--- src/rtl/global_types.sv ---
// Shared types for the multiply/divide unit: op encodings, FSM states, iteration count.
package global_types;

   typedef enum logic [1:0] {
      OP_MULT  = 2'b00,
      OP_MULTU = 2'b01,
      OP_DIV   = 2'b10,
      OP_DIVU  = 2'b11
   } muldiv_op_t;

   typedef enum logic [1:0] {
      ST_IDLE = 2'd0,
      ST_RUN  = 2'd1,
      ST_FIN  = 2'd2
   } muldiv_state_t;

   localparam logic [5:0] MULDIV_ITER = 6'd32;

endpackage

--- src/rtl/muldiv_unit_if.sv ---
// Request/result bundle between a pipeline front end (master) and muldiv_unit (slave).
interface muldiv_unit_if;

   logic                   start;
   global_types::muldiv_op_t op;
   logic [31:0]            a;
   logic [31:0]            b;
   logic                   flush;
   logic                   busy;
   logic                   done;
   logic [31:0]            hi;
   logic [31:0]            lo;
   logic                   div_by_zero;

   modport master (
      output start, op, a, b, flush,
      input  busy, done, hi, lo, div_by_zero
   );

   modport slave (
      input  start, op, a, b, flush,
      output busy, done, hi, lo, div_by_zero
   );

endinterface

--- src/rtl/d_en_reg.sv ---
// Enabled D register with asynchronous active-low clear.
module d_en_reg #(
   parameter int WIDTH = 32
) (
   input  logic             i_clk,
   input  logic             i_rst_n,
   input  logic             i_en,
   input  logic [WIDTH-1:0] i_d,
   output logic [WIDTH-1:0] o_q
);

   logic [WIDTH-1:0] r_q;

   always_ff @(posedge i_clk or negedge i_rst_n) begin
      if (!i_rst_n)  r_q <= '0;
      else if (i_en) r_q <= i_d;
   end

   assign o_q = r_q;

endmodule

--- src/rtl/muldiv_step.sv ---
// One iteration of shift-add multiply or restoring divide on a 64-bit accumulator.
// A single 33-bit adder serves both: add multiplicand, or subtract divisor.
module muldiv_step (
   input  logic [63:0] i_acc,
   input  logic [31:0] i_opd,
   input  logic        i_div,
   output logic [63:0] o_acc
);

   logic [32:0] w_x;
   logic [32:0] w_y;
   logic [32:0] w_sum;

   // Divide trials the left-shifted upper half, so it needs the 33rd bit from acc[63].
   assign w_x   = i_div ? i_acc[63:31] : {1'b0, i_acc[63:32]};
   assign w_y   = i_div ? ~{1'b0, i_opd} : (i_acc[0] ? {1'b0, i_opd} : 33'd0);
   assign w_sum = w_x + w_y + {32'd0, i_div};

   always_comb begin
      o_acc = {i_acc[62:0], 1'b0};
      if (!i_div)          o_acc = {w_sum, i_acc[31:1]};
      else if (!w_sum[32]) o_acc = {w_sum[31:0], i_acc[30:0], 1'b1};
   end

endmodule

--- src/rtl/muldiv_unit.sv ---
// Iterative 32x32 multiply / 32/32 divide with HI/LO result registers.
// Define MULDIV_SIGNED_EN to support signed MULT/DIV; otherwise op[0] is ignored.
module muldiv_unit
   import global_types::*;
(
   input  logic         clock,
   input  logic         reset_n,
   muldiv_unit_if.slave bus
);

   localparam logic [1:0] S_IDLE = ST_IDLE;
   localparam logic [1:0] S_RUN  = ST_RUN;
   localparam logic [1:0] S_FIN  = ST_FIN;

   logic [1:0]  r_state;
   logic [5:0]  r_cnt;
   logic [63:0] r_acc;
   logic [31:0] r_opd;
   logic        r_div;
   logic        r_dz;
   logic        r_done;
   logic        r_dbz;

   logic [63:0] w_step;
   logic [31:0] w_a_mag;
   logic [31:0] w_b_mag;
   logic [31:0] w_hi;
   logic [31:0] w_lo;
   logic [31:0] w_hi_q;
   logic [31:0] w_lo_q;
   logic        w_div;
   logic        w_dz;
   logic        w_accept;
   logic        w_wr;

   assign w_div    = bus.op[1];
   assign w_dz     = w_div && (bus.b == 32'd0);
   assign w_accept = (r_state == S_IDLE) && bus.start && !bus.flush;
   assign w_wr     = (r_state == S_FIN) && !bus.flush;

`ifdef MULDIV_SIGNED_EN
   logic        w_sgn;
   logic        r_neg_p;
   logic        r_neg_q;
   logic        r_neg_r;
   logic [63:0] w_res;

   assign w_sgn   = !bus.op[0];
   assign w_a_mag = (w_sgn && bus.a[31]) ? -bus.a : bus.a;
   assign w_b_mag = (w_sgn && bus.b[31]) ? -bus.b : bus.b;

   // Sign fix-ups are decided at accept; divide-by-zero results bypass them.
   always_ff @(posedge clock or negedge reset_n) begin
      if (!reset_n) begin
         r_neg_p <= 1'b0;
         r_neg_q <= 1'b0;
         r_neg_r <= 1'b0;
      end else if (w_accept) begin
         r_neg_p <= w_sgn && !w_div && (bus.a[31] ^ bus.b[31]);
         r_neg_q <= w_sgn && w_div && !w_dz && (bus.a[31] ^ bus.b[31]);
         r_neg_r <= w_sgn && w_div && !w_dz && bus.a[31];
      end
   end

   assign w_res = r_neg_p ? -r_acc : r_acc;
   assign w_hi  = r_neg_r ? -w_res[63:32] : w_res[63:32];
   assign w_lo  = r_neg_q ? -w_res[31:0]  : w_res[31:0];
`else
   assign w_a_mag = bus.a;
   assign w_b_mag = bus.b;
   assign w_hi    = r_acc[63:32];
   assign w_lo    = r_acc[31:0];
`endif

   muldiv_step u_step (
      .i_acc (r_acc),
      .i_opd (r_opd),
      .i_div (r_div),
      .o_acc (w_step)
   );

   always_ff @(posedge clock or negedge reset_n) begin
      if (!reset_n) begin
         r_state <= S_IDLE;
         r_cnt   <= 6'd0;
         r_acc   <= 64'd0;
         r_opd   <= 32'd0;
         r_div   <= 1'b0;
         r_dz    <= 1'b0;
         r_done  <= 1'b0;
         r_dbz   <= 1'b0;
      end else if (bus.flush) begin
         r_state <= S_IDLE;
         r_done  <= 1'b0;
      end else begin
         r_done <= 1'b0;
         case (r_state)
            S_IDLE: if (w_accept) begin
               // Multiplier sits in acc[31:0]; dividend likewise. Div-by-zero preloads its result.
               r_div   <= w_div;
               r_dz    <= w_dz;
               r_dbz   <= 1'b0;
               r_cnt   <= MULDIV_ITER;
               r_opd   <= w_div ? w_b_mag : w_a_mag;
               r_acc   <= w_dz ? {bus.a, 32'hFFFF_FFFF} : {32'd0, (w_div ? w_a_mag : w_b_mag)};
               r_state <= w_dz ? S_FIN : S_RUN;
            end
            S_RUN: begin
               r_acc <= w_step;
               r_cnt <= r_cnt - 6'd1;
               if (r_cnt == 6'd1) r_state <= S_FIN;
            end
            S_FIN: begin
               r_done  <= 1'b1;
               r_state <= S_IDLE;
               if (r_dz) r_dbz <= 1'b1;
            end
            default: r_state <= S_IDLE;
         endcase
      end
   end

   d_en_reg #(.WIDTH(32)) u_hi (
      .i_clk   (clock),
      .i_rst_n (reset_n),
      .i_en    (w_wr),
      .i_d     (w_hi),
      .o_q     (w_hi_q)
   );

   d_en_reg #(.WIDTH(32)) u_lo (
      .i_clk   (clock),
      .i_rst_n (reset_n),
      .i_en    (w_wr),
      .i_d     (w_lo),
      .o_q     (w_lo_q)
   );

   assign bus.busy        = (r_state != S_IDLE);
   assign bus.done        = r_done;
   assign bus.div_by_zero = r_dbz;
   assign bus.hi          = w_hi_q;
   assign bus.lo          = w_lo_q;

endmodule

--- src/flat_wrapper.sv ---
// flat-port wrapper written by rule: the top's interface ports become plain ports
module muldiv_unit_flat import global_types::*;
  (clock, reset_n, bus_start, bus_op, bus_a, bus_b, bus_flush, bus_busy, bus_done, bus_hi, bus_lo, bus_div_by_zero);
  muldiv_unit_if bus_i ();
  input  logic clock;
  input  logic reset_n;
  input wire logic [$bits(bus_i.start)-1:0] bus_start;
  input wire logic [$bits(bus_i.op)-1:0] bus_op;
  input wire logic [$bits(bus_i.a)-1:0] bus_a;
  input wire logic [$bits(bus_i.b)-1:0] bus_b;
  input wire logic [$bits(bus_i.flush)-1:0] bus_flush;
  output wire logic [$bits(bus_i.busy)-1:0] bus_busy;
  output wire logic [$bits(bus_i.done)-1:0] bus_done;
  output wire logic [$bits(bus_i.hi)-1:0] bus_hi;
  output wire logic [$bits(bus_i.lo)-1:0] bus_lo;
  output wire logic [$bits(bus_i.div_by_zero)-1:0] bus_div_by_zero;
  assign bus_i.start = bus_start;
  assign bus_i.op = bus_op;
  assign bus_i.a = bus_a;
  assign bus_i.b = bus_b;
  assign bus_i.flush = bus_flush;
  assign bus_busy = bus_i.busy;
  assign bus_done = bus_i.done;
  assign bus_hi = bus_i.hi;
  assign bus_lo = bus_i.lo;
  assign bus_div_by_zero = bus_i.div_by_zero;
  muldiv_unit u_core (.clock(clock), .reset_n(reset_n), .bus(bus_i));
endmodule
--- config.mk ---
export PLATFORM = sky130hd
export DESIGN_NAME = muldiv_unit_flat
export DESIGN_NICKNAME = d
export VERILOG_FILES = /design/src/rtl/global_types.sv /design/src/rtl/muldiv_unit_if.sv /design/src/rtl/d_en_reg.sv /design/src/rtl/muldiv_step.sv /design/src/rtl/muldiv_unit.sv /design/src/flat_wrapper.sv
export SDC_FILE = /design/constraint.sdc
export NUM_CORES = 1
export LEC_CHECK = 0
export CAP_MARGIN = 0
export CORE_ASPECT_RATIO = 1.4
export CORE_MARGIN = 1.5
export CORE_UTILIZATION = 40
export DETAILED_ROUTE_END_ITERATION = 10
export PLACE_DENSITY = 0.64
export SLEW_MARGIN = 20
export SYNTH_ARGS = -nofsm -noshare
export SYNTH_HDL_FRONTEND = slang
export SYNTH_SLANG_ARGS = --single-unit
--- constraint.sdc ---
create_clock -name clock -period 8.45 [get_ports clock]
set_input_delay 0.845 -clock clock [delete_from_list [all_inputs] [get_ports clock]]
set_output_delay 0.845 -clock clock [all_outputs]
set_load 0.1 [all_outputs]
==> flow_summary.ini, run 1 <==
[finish]
final_nets = 1348
areaGrowthSynthToFinish_pct = 20.5
drive_above_1_share = 0.164
fill_cells = 2568
fin_cells = 1621
antenna-diode-count = 0

[logic_synthesis]
syn_avg_cell_area_um2 = 9.59
synth_edf_count = 0
synth_flop_cell = dfrtp_1
syn_nets = 1253
synth_area_um2 = 11000
synthCells = 1148
seq_area_frac_synth = 0.391
synth_async_sr_flop_share = 1.00
synth_cell_types = 67
yosysWarnings = 0
ys_ff_latch = 172

[setup_path]
ff2ff_setup_slack_ps = 3680
cp.required_ps = 8790
r2r_cells = 11
critPathKind = register to register
start_kind = register
reg2reg_to = u_core.r_acc[42]
crit_fanout = 44
startpoint = u_core.r_div
crit_arrival_ps = 5110
rr_startpoint = u_core.r_div
endpoint_kind = register

[worst_hold_path]
hp-class = input pin to asynchronous set/reset pin

[placement]
place.gp.congestion = 0.867
hpwl_mm = 22.2
dp_cells = 1589
port_buffers = 135

[sta]
final_hold_viol_count = 0
finalCriticalPeriod_ps = 4770
fmax_mhz = 210
fin_setup_tns_ps = 0
skew_ps = 12.4
slew_violations = 0
finalSetupViolations = 0
period_share = 0.564
max_slew_margin = 0.346
tightest_slew_ps = 979
rsz0062_at_grt = no

[floorplanning]
die_h_um = 199
dieArea_um2 = 28600
initial_core_util = 0.408
rows = 71
die_w_um = 143
pin_count = 137
core_area_um2 = 27000

[global_routing]
grt_max_degree = 69
grt_use_met1 = 0.292
busiest_layer = met2
antenna_found_initial = 1
grt_use_met2 = 0.372
grt_pass1_wl_mm = 49.1
grt_pass1_vias = 8862
grt_overflow = 0
track_usage = 0.224
grt_use_met3 = 0.0388

[route]
vias_per_cell = 5.59
num_vias = 9069
antenna_left = 0
drcViolationCount = 0
drt_wl_total_mm = 31.0
dr.first_iter.drc_count = 526
routedWlPerCell_um = 19.1
firstDrtPassIters = 7

[clocking]
cts_tree = built
post_cts_resized = 0
clockBufferDepth = 2
cts_setup_buffers = 0
cts_buffers = 17
cts_root_buf = clkbuf_16
cts.sink_count = 172
htree_levels = 4
worst_skew_pair.late_latency_ps = 460
holdBufCountCts = 0
clkTransAtPathRegs_ps = 70

[flow_run]
drv_cap = 0

[status]
outcome = complete, no violations
-- layout by cell type, fill, tap and decap left out, types with 7 or more instances in the layout --
cell | Yosys | layout
nand3_1 | 9 | 9
clkbuf_16 | 0 | 17
nor2_1 | 37 | 37
nand2b_1 | 7 | 7
mux2_2 | 128 | 128
a21oi_1 | 57 | 57
ha_1 | 33 | 33
inv_1 | 14 | 14
xnor2_1 | 19 | 19
nor3_1 | 10 | 9
nand4_1 | 7 | 7
nor4_1 | 9 | 9
inv_6 | 0 | 8
a31oi_1 | 8 | 8
dfrtp_1 | 172 | 171
o211ai_1 | 9 | 9
o311ai_0 | 31 | 31
xor2_1 | 13 | 13
buf_4 | 2 | 16
mux2i_1 | 85 | 85
o21ai_0 | 113 | 113
clkdlybuf4s50_1 | 0 | 133
a22o_1 | 20 | 20
nand2_1 | 203 | 202
-- sequential cells by signal, indices dropped and copies added (netlist names) --
register,flops
u_core.bus.div_by_zero,1
u_core.bus.done,1
u_core.r_acc,64
u_core.r_cnt,6
u_core.r_div,1
u_core.r_dz,1
u_core.r_opd,32
u_core.r_state,2
u_core.u_hi.o_q,32
u_core.u_lo.o_q,32
-- cell usage after synthesis, drive strengths merged (3+ instances only) --
master	count	area, um2
clkbuf	58	218
a22oi	7	57.6
nor4	10	68.8
nand2	205	774
a22o	20	175
dfrtp	172	4300
nand4	7	43.8
o311ai	32	280
inv	14	52.6
a21oi	59	310
ha	33	413
and4	3	26.3
xnor2	21	210
a31oi	9	62.6
o211ai	9	67.6
o21a	6	45.0
or2	3	18.8
o221ai	6	52.6
nor2b	7	43.8
a21o	5	37.5
mux2	128	1440
nand2b	8	57.6
o31a	3	26.3
nor2	37	139
nor3	10	50.1
mux2i	85	851
nand3	9	45.0
buf	17	98.8
o21ai	121	624
a211oi	4	30.0
and2	4	25.0
xor2	13	114
-- metal layers --
metal	vias up	wire length, um
li1	4382	-
met3	53	1260
met4	2	894
met5	-	13
met1	4423	13900
met2	209	14900
-- critical path, stage by stage (launching register included) --
cell and delay [ps]:
dfrtp_4 760, buf_4 670, mux2_2 410, ha_1 470, nand2_1 160, o41ai_2 480, o21ai_4 160, xnor2_4 680
buf_4 310, mux2i_1 190, a21oi_1 80, a221o_1 270
-- cell type report --
type                            instances  area, um2  share of cell area
Clock inverter                         14        170              0.0128
Multi-Input combinational cell        887       6370               0.480
Clock buffer                           18        439              0.0331
Inverter                               14       52.6             0.00396
Timing Repair Buffer                  151       1470               0.111
Tap cell                              365        457              0.0344
Sequential cell                       172       4310               0.325
-- worst max-delay path by stage --
stage	to	cells after the start	slack, ps
CTS	u_core.r_acc[42]	11	3670
finish	u_core.r_acc[42]	11	3680
detailed placement	u_core.r_acc[42]	11	3670
floorplan	u_core.r_acc[51]	16	4500
global route	u_core.r_acc[42]	15	3350
global placement	u_core.r_acc[42]	11	3730
-- per-stage QoR --
step                hold slack, ps  instance area (um2)  setup slack (ps)  utilization
finish                         327                13300              3680        0.491
global route                   361                13300              3350        0.491
CTS                            350                13300              3670        0.491
detailed placement             474                12700              3670        0.469
global placement               474                12700              3730        0.469
floorplan                      450                11000              4500            -
-- cells by family (layout without fill, tap and decap cells) --
family,after synthesis,count (layout),synth area share
buffers and inverters,89,197,0.0335
AOI/OAI and AO/OA,296,296,0.176
muxes,213,213,0.208
DFF,172,172,0.391
xor gates and xnor gates,34,34,0.0294
adders and majority gates,35,35,0.0411
and+or+nand+nor,309,309,0.121
Power of run 1 is left out: the tool's default activity adds up to more than one toggle a clock period on the data nets, which glitch-free logic cannot reach.
==> inputs of run 2 (changes only) <==
--- a/config.mk
+++ b/config.mk
@@ -10,7 +10,7 @@
 export CORE_MARGIN = 1.5
 export CORE_UTILIZATION = 40
 export DETAILED_ROUTE_END_ITERATION = 10
-export PLACE_DENSITY = 0.64
+export PLACE_DENSITY = 0.66
 export SLEW_MARGIN = 20
 export SYNTH_ARGS = -nofsm -noshare
 export SYNTH_HDL_FRONTEND = slang
==> constraint.sdc (replaced) <==
create_clock -name clock -period 4.2 [get_ports clock]
set_input_delay 0.42 -clock clock [delete_from_list [all_inputs] [get_ports clock]]
set_output_delay 0.42 -clock clock [all_outputs]
set_load 0.1 [all_outputs]
==> flow_summary.ini, run 2 (synthesis results as in run 1) <==
[status]
outcome = finished, violations left
violations = hold timing

[clocking]
clkTransAtPathRegs_ps = 60
htree_levels = 4
worst_skew_pair.late_latency_ps = 450
cts_tree = built
cts_setup_buffers = 0
cts_root_buf = clkbuf_16
post_cts_resized = 0
clockBufferDepth = 2
cts_buffers = 17
holdBufCountCts = 0
cts.sink_count = 172

[finish]
fin_cells = 1636
final_nets = 1363
antenna-diode-count = 0
layout_common_cells = 202 x nand2_1, 171 x dfrtp_1, 133 x clkdlybuf4s50_1
final_common_cell = nand2_1
utilization = 0.498
areaGrowthSynthToFinish_pct = 22.1
max_flop_register = u_core.r_acc
drive_above_1_share = 0.174
largest_reg_flops = 64

[placement]
place.gp.congestion = 0.884
hpwl_mm = 23.2
dp_cells = 1604
port_buffers = 135

[worst_hold_path]
hp-class = input pin to asynchronous set/reset pin

[sta]
tightest_slew_ps = 979
fin_setup_tns_ps = 0
finalCriticalPeriod_ps = 3770
final_hold_viol_count = 1
max_slew_margin = 0.345
finalSetupViolations = 0
fmax_mhz = 265
skew_ps = 9.05
slew_violations = 0
period_share = 0.898
rsz0062_at_grt = no
hold_ws_ps = -17.7

[global_routing]
antenna_found_initial = 0
track_usage = 0.226
grt_pass1_wl_mm = 49.5
grt_max_degree = 97
grt_pass1_vias = 9040
grt_overflow = 0

[floorplanning]
initial_core_util = 0.408
core_area_um2 = 27000
rows = 71
die_h_um = 199
dieArea_um2 = 28600
die_w_um = 143
pin_count = 137

[setup_path]
crit_arrival_ps = 4100
endpoint_kind = register
rr_startpoint = u_core.r_div
crit_buf_inv = 3
critical-path-max-stage-delay_ps = 440
crit_fanout = 30
path_cells = buf_4 > fa_1 > inv_1 > fa_1 > nand2b_1 > a21oi_1 > o21ai_2 > a31oi_2 > o21ai_4 > xnor2_4 > buf_4 > mux2i_1 > a21oi_1 > a221o_1
crit_family = compound AO/OA/AOI/OAI gates
critPathSlowestCell = dfrtp_4
r2r_cells = 14
cp.required_ps = 4520
start_kind = register
critPathKind = register to register
startpoint = u_core.r_div
crit_cells = 14

[route]
vias_per_cell = 5.57
num_vias = 9106
drt_wl_total_mm = 31.5
routedWlPerCell_um = 19.2
dr.first_iter.drc_count = 657
drcViolationCount = 0
firstDrtPassIters = 5
antenna_left = 0

[flow_run]
drv_cap = 0
[run 2: routing by layer]
| metal | share of wire | track usage | wire length [um] | up-vias |
|---|---|---|---|---|
| met2 | 0.48 | 0.373 | 15100 | 228 |
| met4 | 0.033 | 0.0964 | 1040 | 0 |
| met5 | 0 | 0 | 0 | - |
| met3 | 0.040 | 0.0357 | 1270 | 46 |
| met1 | 0.45 | 0.294 | 14100 | 4405 |
| li1 | - | - | - | 4427 |
[run 2: path summary, 6_finish.rpt]
path                                       endpoint  slack [ps]
worst max-delay path               u_core.r_acc[42]         430
worst min register to register          u_core.r_dz         490
worst min-delay path            u_core.u_lo.o_q[28]         -20
worst max register to register     u_core.r_acc[42]         430
min in group clock                      u_core.r_dz         490
max in group asynchronous          u_core.r_acc[30]        3070
[run 2: area by class of cell]
class / count / area (um2)
Clock buffer: 18 / 439
Clock inverter: 14 / 239
Fill cell: 2552 / 13600
Inverter: 14 / 52.6
Multi-Input combinational cell: 887 / 6370
Sequential cell: 172 / 4310
Tap cell: 365 / 457
Timing Repair Buffer: 166 / 1580
[run 2: through the flow]
stage                     setup slack, ps  hold WS, ps  cell area [um2]
final                                 427        -17.7            13400
after global routing                  221          125            13400
after CTS                             427         90.6            13400
after detailed placement              446          475            12800
after global placement                459          461            12800
after floorplan                       245          124            11000
Power of run 2 is left out for the same reason.
==> inputs of run 3 (changes only) <==
--- a/config.mk
+++ b/config.mk
@@ -11,7 +11,6 @@
 export CORE_UTILIZATION = 40
 export DETAILED_ROUTE_END_ITERATION = 10
 export PLACE_DENSITY = 0.66
-export SLEW_MARGIN = 20
 export SYNTH_ARGS = -nofsm -noshare
 export SYNTH_HDL_FRONTEND = slang
 export SYNTH_SLANG_ARGS = --single-unit
==> results of run 3 <==
The final DEF is identical to that of run 2; final timing and power are the same.
Power of run 3 is left out for the same reason.
